**config.mk**
```make
export PLATFORM = sky130hd
export DESIGN_NAME = uart_tx_feeder
export DESIGN_NICKNAME = d
export VERILOG_FILES = /design/src/rtl/uart_pkg.sv /design/src/rtl/uart_sync_fifo.sv /design/src/rtl/uart_tx_feeder.sv
export SDC_FILE = /design/constraint.sdc
export NUM_CORES = 1
export LEC_CHECK = 0
export ABC_AREA = 1
export CORE_MARGIN = 4
export CORE_UTILIZATION = 53
export CTS_CLUSTER_DIAMETER = 200
export DETAILED_ROUTE_END_ITERATION = 10
export PLACE_DENSITY = 0.72
export SLEW_MARGIN = 20
export SYNTH_ARGS = -nofsm -noshare
export SYNTH_HDL_FRONTEND = slang
export SYNTH_SLANG_ARGS = --single-unit
```
**constraint.sdc**
```tcl
create_clock -name clk -period 6.15 [get_ports clk]
set_clock_uncertainty 0.15 [all_clocks]
set_input_delay 1.23 -clock clk [delete_from_list [all_inputs] [get_ports clk]]
set_output_delay 1.23 -clock clk [all_outputs]
set_load 0.005 [all_outputs]
```
**src/rtl/uart_pkg.sv**
```systemverilog
`default_nettype none
// ============================================================================
//  Module  : uart_pkg
//  Brief   : Shared UART types and defaults for the TX feeder and FIFO
//  Revision: 1.0  initial release
// ============================================================================
package uart_pkg;

  typedef enum logic [1:0] {
    FEED_IDLE = 2'd0,
    FEED_SEND = 2'd1,
    FEED_GAP  = 2'd2
  } feed_state_t;

  localparam int DATA_W_DEF = 8;

endpackage
`default_nettype wire

```
**src/rtl/uart_sync_fifo.sv**
```systemverilog
`default_nettype none
// ============================================================================
//  Module  : uart_sync_fifo
//  Brief   : Single-clock FIFO with explicit level count and synchronous flush
//  Revision: 1.0  initial release
// ============================================================================
module uart_sync_fifo
  import uart_pkg::*;
#(
  parameter int DEPTH  = 16,
  parameter int DATA_W = DATA_W_DEF
) (
  input  logic                     clk,
  input  logic                     rst,
  input  logic                     push,
  input  logic                     pop,
  input  logic [DATA_W-1:0]        din,
  output logic [DATA_W-1:0]        dout,
  output logic [$clog2(DEPTH):0]   level,
  output logic                     empty,
  output logic                     full,
  input  logic                     flush
);

  localparam int AW = $clog2(DEPTH);
  localparam logic [AW:0]   c_full_lvl = (AW+1)'(DEPTH);
  localparam logic [AW-1:0] c_ptr_one  = AW'(1);
  localparam logic [AW:0]   c_lvl_one  = (AW+1)'(1);

  logic [DATA_W-1:0] r_mem [DEPTH];
  logic [AW-1:0]     r_wr_ptr;
  logic [AW-1:0]     r_rd_ptr;
  logic [AW:0]       r_level;
  logic              w_push;
  logic              w_pop;

  assign empty  = (r_level == '0);
  assign full   = (r_level == c_full_lvl);
  assign level  = r_level;
  assign dout   = r_mem[r_rd_ptr];
  assign w_push = push && !full;
  assign w_pop  = pop && !empty;

  // A push in the flush cycle is dropped, so the array write is gated too.
  always_ff @(posedge clk) begin
    if (w_push && !flush) begin
      r_mem[r_wr_ptr] <= din;
    end
  end

  always_ff @(posedge clk or posedge rst) begin
    if (rst) begin
      r_wr_ptr <= '0;
      r_rd_ptr <= '0;
      r_level  <= '0;
    end else if (flush) begin
      r_wr_ptr <= '0;
      r_rd_ptr <= '0;
      r_level  <= '0;
    end else begin
      if (w_push) r_wr_ptr <= r_wr_ptr + c_ptr_one;
      if (w_pop)  r_rd_ptr <= r_rd_ptr + c_ptr_one;
      case ({w_push, w_pop})
        2'b10:   r_level <= r_level + c_lvl_one;
        2'b01:   r_level <= r_level - c_lvl_one;
        default: r_level <= r_level;
      endcase
    end
  end

endmodule
`default_nettype wire

```
**src/rtl/uart_tx_feeder.sv**
```systemverilog
`default_nettype none
// ============================================================================
//  Module  : uart_tx_feeder
//  Brief   : Buffers host bytes and hands them one at a time to the UART TX
//  Revision: 1.0  initial release
// ============================================================================
module uart_tx_feeder
  import uart_pkg::*;
#(
  parameter int DEPTH  = 16,
  parameter int DATA_W = DATA_W_DEF,
  parameter int CNT_W  = 8
) (
  input  logic                     clk,
  input  logic                     rst,
  input  logic                     wr_valid,
  output logic                     wr_ready,
  input  logic [DATA_W-1:0]        wr_data,
  input  logic                     flush,
  output logic                     tx_start,
  output logic [DATA_W-1:0]        tx_data,
  input  logic                     tx_done,
  input  logic                     tx_err,
  output logic [$clog2(DEPTH):0]   level,
  output logic                     empty,
  output logic                     full,
  output logic                     busy,
  output logic [CNT_W-1:0]         err_cnt
);

  localparam logic [CNT_W-1:0] c_cnt_one = CNT_W'(1);

  feed_state_t       r_state;
  logic              r_tx_start;
  logic [DATA_W-1:0] r_tx_data;
  logic              r_tx_done_q;
  logic [CNT_W-1:0]  r_err_cnt;
  logic [DATA_W-1:0] w_head;
  logic              w_pop;
  logic              w_done_rise;

  assign w_pop       = (r_state == FEED_IDLE) && !empty && !flush;
  assign w_done_rise = tx_done && !r_tx_done_q;

  uart_sync_fifo #(
    .DEPTH  (DEPTH),
    .DATA_W (DATA_W)
  ) u_fifo (
    .clk   (clk),
    .rst   (rst),
    .push  (wr_valid),
    .pop   (w_pop),
    .din   (wr_data),
    .dout  (w_head),
    .level (level),
    .empty (empty),
    .full  (full),
    .flush (flush)
  );

  always_ff @(posedge clk or posedge rst) begin
    if (rst) begin
      r_state     <= FEED_IDLE;
      r_tx_start  <= 1'b0;
      r_tx_data   <= '0;
      r_tx_done_q <= 1'b0;
      r_err_cnt   <= '0;
    end else begin
      r_tx_done_q <= tx_done;
      case (r_state)
        FEED_IDLE: begin
          if (w_pop) begin
            r_tx_data  <= w_head;
            r_tx_start <= 1'b1;
            r_state    <= FEED_SEND;
          end
        end
        FEED_SEND: begin
          // Only a rising edge ends the frame; a level left over from the previous frame does not.
          if (w_done_rise) begin
            r_tx_start <= 1'b0;
            r_state    <= FEED_GAP;
            if (tx_err && (r_err_cnt != '1)) begin
              r_err_cnt <= r_err_cnt + c_cnt_one;
            end
          end
        end
        FEED_GAP: begin
          if (!tx_done) r_state <= FEED_IDLE;
        end
        default: begin
          r_tx_start <= 1'b0;
          r_state    <= FEED_IDLE;
        end
      endcase
    end
  end

  assign wr_ready = !full;
  assign tx_start = r_tx_start;
  assign tx_data  = r_tx_data;
  assign busy     = (r_state != FEED_IDLE);
  assign err_cnt  = r_err_cnt;

endmodule
`default_nettype wire

```
==> flow_metrics.env, run 1 <==
export IMPL_die_y_um=121
export IMPL_rsz0062_at_grt="false"
export IMPL_synthesis_nets=584
export IMPL_crit_required_ns=4.77
export IMPL_synth_edf_count=128
export IMPL_syn_area_per_cell_um2=12.0
export IMPL_placed_area_um2=7290
export IMPL_hold_buffers=0
export IMPL_htreeDepth=4
export IMPL_numCtsBuffers=17
export IMPL_min_period_ns=3.21
export IMPL_hold_depth=2
export IMPL_post_cts_buffers=0
export IMPL_worst_slew_pin_slew_ns=1.05
export IMPL_comb_power_share_pct=25.4
export IMPL_hold_class="reg -> reg"
export IMPL_power_density_nw_per_um2=389
export IMPL_area_growth_pct=16.2
export IMPL_r2r_start="u_fifo.r_rd_ptr[0]$_DFFE_PP0P_"
export IMPL_start_kind="register"
export IMPL_synth_seq_cells=161
export IMPL_seqPwrFrac_pct=43.0
export IMPL_drc=0
export IMPL_clkPwrFrac_pct=31.6
export IMPL_cp_arrival_ns=1.83
export IMPL_hold_viol=0
export IMPL_final_cell_area_um2=7860
export IMPL_pre_cts_slack_ns=2.57
export IMPL_synth_most_common_cell="edfxtp_1"
export IMPL_dp_hpwl_um=9300
export IMPL_ios=40
export IMPL_ys_types=34
export IMPL_overflow=0
export IMPL_die_w_um=121
export IMPL_seq_area_frac_synth_pct=69.0
export IMPL_swShare_pct=30.3
export IMPL_fillers=961
export IMPL_ir_drop_mv=0.166
export IMPL_hold_start="tx_data[4]$_DFFE_PP0P_"
export IMPL_postRouteAntennaNets=0
export IMPL_ff2ff_path_depth=8
export IMPL_ys_warn_count=0
export IMPL_wirelength_um=14000
export IMPL_p_sw_uw=925
export IMPL_vias_per_cell=5.55
export IMPL_fin_crit_sh_pct=52.2
export IMPL_num_vias=4350
export IMPL_dieArea_um2=14600
export IMPL_cts_resized=0
export IMPL_synthCells=562
export IMPL_yosys_top_cells_count="edfxtp_1, nor2_1, nand2_1, o21ai_0, dfrtp_1"
export IMPL_crit_fanout=6
export IMPL_gp_congestion=0.951
export IMPL_r2r_slack_ns=3.36
export IMPL_core_rowCount=41
export IMPL_synth_area_top_cells="edfxtp_1, dfrtp_1, nor2_1, o21ai_0, nand2_1"
export IMPL_maxCapViolations=0
export IMPL_min_to="tx_data[4]$_DFFE_PP0P_"
export IMPL_synth_top_area_share_pct=56.8
export IMPL_drt_pass1_iterations=5
export IMPL_drive_above_1_share_pct=8.82
export IMPL_insertion_delay_ns=0.42
export IMPL_tns_ns=0
export IMPL_antenna_found_initial=0
export IMPL_status="completed"
export IMPL_max_freq_mhz=312
export IMPL_netlist_area_um2=6760
export IMPL_wl_per_cell_um=17.9
export IMPL_yosysTopAreaCell="edfxtp_1"
export IMPL_ys_flop_type="edfxtp_1"
export IMPL_setup_violations=0
export IMPL_grt_usage_pct=20.7
export IMPL_clockRootBuffer="clkbuf_16"
export IMPL_clockBufferDepth=2
export IMPL_finalWorstSetupSlack_ns=2.94
export IMPL_worstSetupEndpointType="output pin"
export IMPL_port_buffers=39
export IMPL_grt_pass1_vias=4271
export IMPL_diodes=0
export IMPL_cellInternalPower_uw=2130
export IMPL_grt_pass1_wl_um=22700
export IMPL_layout_nets=621
export IMPL_criticalPathCategory="reg -> out"
export IMPL_start_util_pct=53.8
export IMPL_ys_async_sr_fraction_pct=20.5
export IMPL_clkSinkCount=161
export IMPL_rr_endpoint="tx_data[3]$_DFFE_PP0P_"
export IMPL_grt_max_degree=68
export IMPL_p_leak_uw=0.00285
export IMPL_slew_headroom_pct=29.5
export IMPL_cts_tree="done"
export IMPL_first_iter_violations=388
export IMPL_maxSlewViolCount=0
export IMPL_design_core_area_um2=12600
export IMPL_clk_pin_slew_ns=0.06
-- area by class of cell --
type                            instances  area [um^2]  share of cell area [%]
Tap cell                              172          215                    2.74
Multi-Input combinational cell        348         1890                    24.1
Timing Repair Buffer                   43          420                    5.35
Clock inverter                          8         50.0                   0.637
Clock buffer                           24          503                    6.40
Inverter                               28          108                    1.37
Sequential cell                       161         4670                    59.4
-- registers in the layout (all words and copies together) (netlist names) --
| signal | count |
|---|---|
| err_cnt | 8 |
| u_fifo.r_wr_ptr | 4 |
| tx_start | 1 |
| tx_data | 8 |
| u_fifo.r_rd_ptr | 4 |
| r_tx_done_q | 1 |
| u_fifo.r_mem | 128 |
| u_fifo.level | 5 |
| r_state | 2 |
-- cell families (layout without fill, tap and decap cells) --
group	after synthesis	in the layout	synth area share (%)
adders and majority gates	8	8	1.48
muxes	10	10	1.48
DFF	161	161	69.0
and+or+nand+nor	212	212	13.8
AOI/OAI and AO/OA	109	109	9.88
buffers and inverters	53	103	3.15
xor gates and xnor gates	9	9	1.17
-- stage by stage --
step	util, %	total power, uW	instances	hold slack, ns
2_1_floorplan	-	1810	562	0.322
5_1_grt	62.5	3220	784	0.355
6_report	62.5	3060	784	0.336
4_1_cts	62.4	3070	784	0.340
3_5_place_dp	58.0	2110	752	0.324
3_3_place_gp	58.0	2090	752	0.328
-- cells in the final DEF, fill, tap and decap left out, drive strengths merged --
cell type      count
o32ai              5
o221ai            10
buf                4
clkbuf            24
clkinv             6
xor2               5
o31ai              1
nand3             26
edfxtp           128
xnor2              4
nand2             74
dfrtp             33
clkdlybuf4s50     39
nand3b             1
o211ai            22
o21a               3
mux2i             10
inv               30
o22ai              1
a21oi              2
ha                 8
nor2             103
and2               1
o21ai             65
nor3               7
-- routing by layer --
layer	track usage, %	part of all wire [%]	vias up
li1	-	-	2078
met1	28.2	44	2108
met2	32.2	47	154
met3	6.48	7.5	10
met4	5.88	1.3	0
met5	0	0	-
-- worst max-delay path, cell delays in order (launching register included) --
cell and delay, ns:
dfrtp_1 0.44, nor2_1 0.21, nand3_2 0.18, inv_1 0.08
clkdlybuf4s50_1 0.49
-- worst max path at each step --
stage,start,cells past startpoint,endpoint,slack [ns]
5_1_grt,flush,14,u_fifo.level[4]$_DFFE_PP0P_,2.77
3_5_place_dp,flush,13,u_fifo.level[4]$_DFFE_PP0P_,2.57
6_report,u_fifo.level[0]$_DFFE_PP0P_,4,empty,2.94
3_3_place_gp,wr_valid,5,u_fifo.r_mem[15][4]$_DFFE_PP_,2.63
2_1_floorplan,flush,12,u_fifo.level[4]$_DFFE_PP0P_,3.43
4_1_cts,u_fifo.level[0]$_DFFE_PP0P_,4,empty,2.92
-- power groups by stage --
stage / sequential [uW] / combinational [uW] / clock [uW]
after floorplan: 1330 / 481 / 0
after global placement: 1340 / 752 / 0
after detailed placement: 1340 / 771 / 0
after CTS: 1310 / 775 / 983
after global routing: 1320 / 863 / 1040
final: 1310 / 775 / 966
Note: power is estimated with default switching activity, not from simulation.
==> run 2: changes to the inputs <==
==> constraint.sdc (replaced) <==
create_clock -name clk -period 3.3 [get_ports clk]
set_clock_uncertainty 0.15 [all_clocks]
set_input_delay 0.66 -clock clk [delete_from_list [all_inputs] [get_ports clk]]
set_output_delay 0.66 -clock clk [all_outputs]
set_load 0.005 [all_outputs]
==> flow_metrics.env, run 2 (synthesis gave the netlist of run 1 again) <==
export IMPL_post_cts_buffers=0
export IMPL_setup_violations=0
export IMPL_largest_reg_flops=128
export IMPL_diodes=0
export IMPL_p_sw_uw=1750
export IMPL_cpPeakStageDelay_ns=0.60
export IMPL_maxCapViolations=0
export IMPL_fin_crit_sh_pct=80.5
export IMPL_drive_above_1_share_pct=11.3
export IMPL_numCtsBuffers=17
export IMPL_wl_per_cell_um=17.8
export IMPL_rr_endpoint="u_fifo.level[2]$_DFFE_PP0P_"
export IMPL_first_iter_violations=433
export IMPL_ios=40
export IMPL_clk_pin_slew_ns=0.06
export IMPL_area_growth_pct=18.8
export IMPL_hold_viol=0
export IMPL_worstSetupEndpointType="register"
export IMPL_clockRootBuffer="clkbuf_16"
export IMPL_cp_top_family="buffers and inverters"
export IMPL_worst_slew_pin_slew_ns=0.753
export IMPL_cellInternalPower_uw=4100
export IMPL_critPathBufInv=3
export IMPL_path_depth=11
export IMPL_hold_buffers=0
export IMPL_design_core_area_um2=12600
export IMPL_clockBufferDepth=2
export IMPL_postRouteAntennaNets=0
export IMPL_insertion_delay_ns=0.42
export IMPL_cp_endpoint="u_fifo.level[2]$_DFFE_PP0P_"
export IMPL_top_register="u_fifo.r_mem"
export IMPL_die_y_um=121
export IMPL_comb_power_share_pct=24.8
export IMPL_die_w_um=121
export IMPL_gp_congestion=0.815
export IMPL_status="completed"
export IMPL_grt_pass1_wl_um=22700
export IMPL_port_buffers=39
export IMPL_max_freq_mhz=377
export IMPL_dieArea_um2=14600
export IMPL_worst_hold_slack_ns=0.332
export IMPL_cts_tree="done"
export IMPL_ir_drop_mv=0.422
export IMPL_drc=0
export IMPL_layout_commonest_cell="edfxtp_1"
export IMPL_slowest_stage="clkdlybuf4s50_1"
export IMPL_min_period_ns=2.66
export IMPL_slew_headroom_pct=49.7
export IMPL_wirelength_um=14300
export IMPL_r2r_slack_ns=0.95
export IMPL_hold_class="reg -> reg"
export IMPL_clkSinkCount=161
export IMPL_htreeDepth=4
export IMPL_core_rowCount=41
export IMPL_criticalPathCategory="in -> reg"
export IMPL_rsz0062_at_grt="false"
export IMPL_antenna_found_initial=0
export IMPL_p_leak_uw=0.00295
export IMPL_start_util_pct=53.8
export IMPL_layout_nets=639
export IMPL_ff2ff_path_depth=12
export IMPL_tns_ns=0
export IMPL_grt_usage_pct=20.6
export IMPL_cp_cell_sequence="clkdlybuf4s50_1 > inv_2 > nand3_4 > nor2_8 > nand2_2 > and2_2 > ha_1 > inv_1 > nand2_4 > xnor2_1 > o22ai_1"
export IMPL_crit_fanout=9
export IMPL_num_vias=4497
export IMPL_crit_required_ns=3.45
export IMPL_power_density_nw_per_um2=729
export IMPL_cts_resized=0
export IMPL_cp_arrival_ns=2.80
export IMPL_start_kind="primary input"
export IMPL_overflow=0
export IMPL_crit_start="flush"
export IMPL_drt_pass1_iterations=5
export IMPL_dp_hpwl_um=9050
export IMPL_vias_per_cell=5.61
export IMPL_grt_pass1_vias=4223
export IMPL_r2r_start="u_fifo.level[0]$_DFFE_PP0P_"
export IMPL_clkPwrFrac_pct=33.4
export IMPL_maxSlewViolCount=0
export IMPL_swShare_pct=29.9
export IMPL_seqPwrFrac_pct=41.8
export IMPL_final_cell_mix="edfxtp_1, nor2_1, nand2_1"
export IMPL_grt_max_degree=68
[run 2: changes by cell type in the layout (fill, tap and decap cells not counted), sizes merged]
| cell | change |
|---|---|
| inv | -2 |
| clkinvlp | +4 |
| clkinv | +2 |
| buf | +18 |
| clkbuf | -7 |
| bufinv | +3 |
[run 2: final cells by class]
class	count	area [um^2]
flip-flops and latches	161	4670
multi-input cells	348	1880
clock buffers	17	425
clock inverters	15	168
inverters	28	108
fillers	955	4530
well taps	172	215
repair buffers	61	568
[run 2: tightest hold or removal path: stages (launching register included)]
cell	delay, ns
dfrtp_1	0.34
nand2_1	0.05
nand2_1	0.05
[run 2: metal layers]
layer	vias to the layer above	GRT usage (%)	routed length, um	part of all wire (%)
met5	-	0	0	0
met4	0	7.93	311	2.2
met3	22	4.62	954	6.7
met2	175	32.9	6760	47
met1	2191	27.8	6270	44
li1	2109	-	-	-
[run 2: how the worst min path moves through the flow]
| stage | startpoint | endpoint | slack, ns | depth (start not counted) |
|---|---|---|---|---|
| 5_1_grt | tx_data[5]$_DFFE_PP0P_ | tx_data[5]$_DFFE_PP0P_ | 0.37 | 2 |
| 6_report | tx_data[5]$_DFFE_PP0P_ | tx_data[5]$_DFFE_PP0P_ | 0.33 | 2 |
| 3_5_place_dp | tx_data[5]$_DFFE_PP0P_ | tx_data[5]$_DFFE_PP0P_ | 0.32 | 2 |
| 2_1_floorplan | tx_data[0]$_DFFE_PP0P_ | tx_data[0]$_DFFE_PP0P_ | 0.32 | 2 |
| 4_1_cts | tx_data[5]$_DFFE_PP0P_ | tx_data[5]$_DFFE_PP0P_ | 0.33 | 2 |
| 3_3_place_gp | tx_data[1]$_DFFE_PP0P_ | tx_data[1]$_DFFE_PP0P_ | 0.32 | 2 |
[run 2: power groups by stage]
stage | Clock (uW) | Combinational (uW) | Sequential [uW]
3_3_place_gp | 0 | 1410 | 2490
6_report | 1950 | 1450 | 2450
5_1_grt | 2070 | 1620 | 2470
4_1_cts | 1980 | 1460 | 2450
2_1_floorplan | 0 | 896 | 2480
3_5_place_dp | 0 | 1450 | 2490
[run 2: stage by stage]
step                area [um^2]  power (uW)  std cells  setup WS [ns]  util, %
finish                     8040        5850        802          0.644     63.9
global route               8040        6160        802          0.525     63.9
CTS                        8040        5890        802          0.643     63.9
detailed placement         7440        3940        770          0.252     59.2
global placement           7440        3890        770          0.349     59.2
floorplan                  6760        3370        562           1.15        -
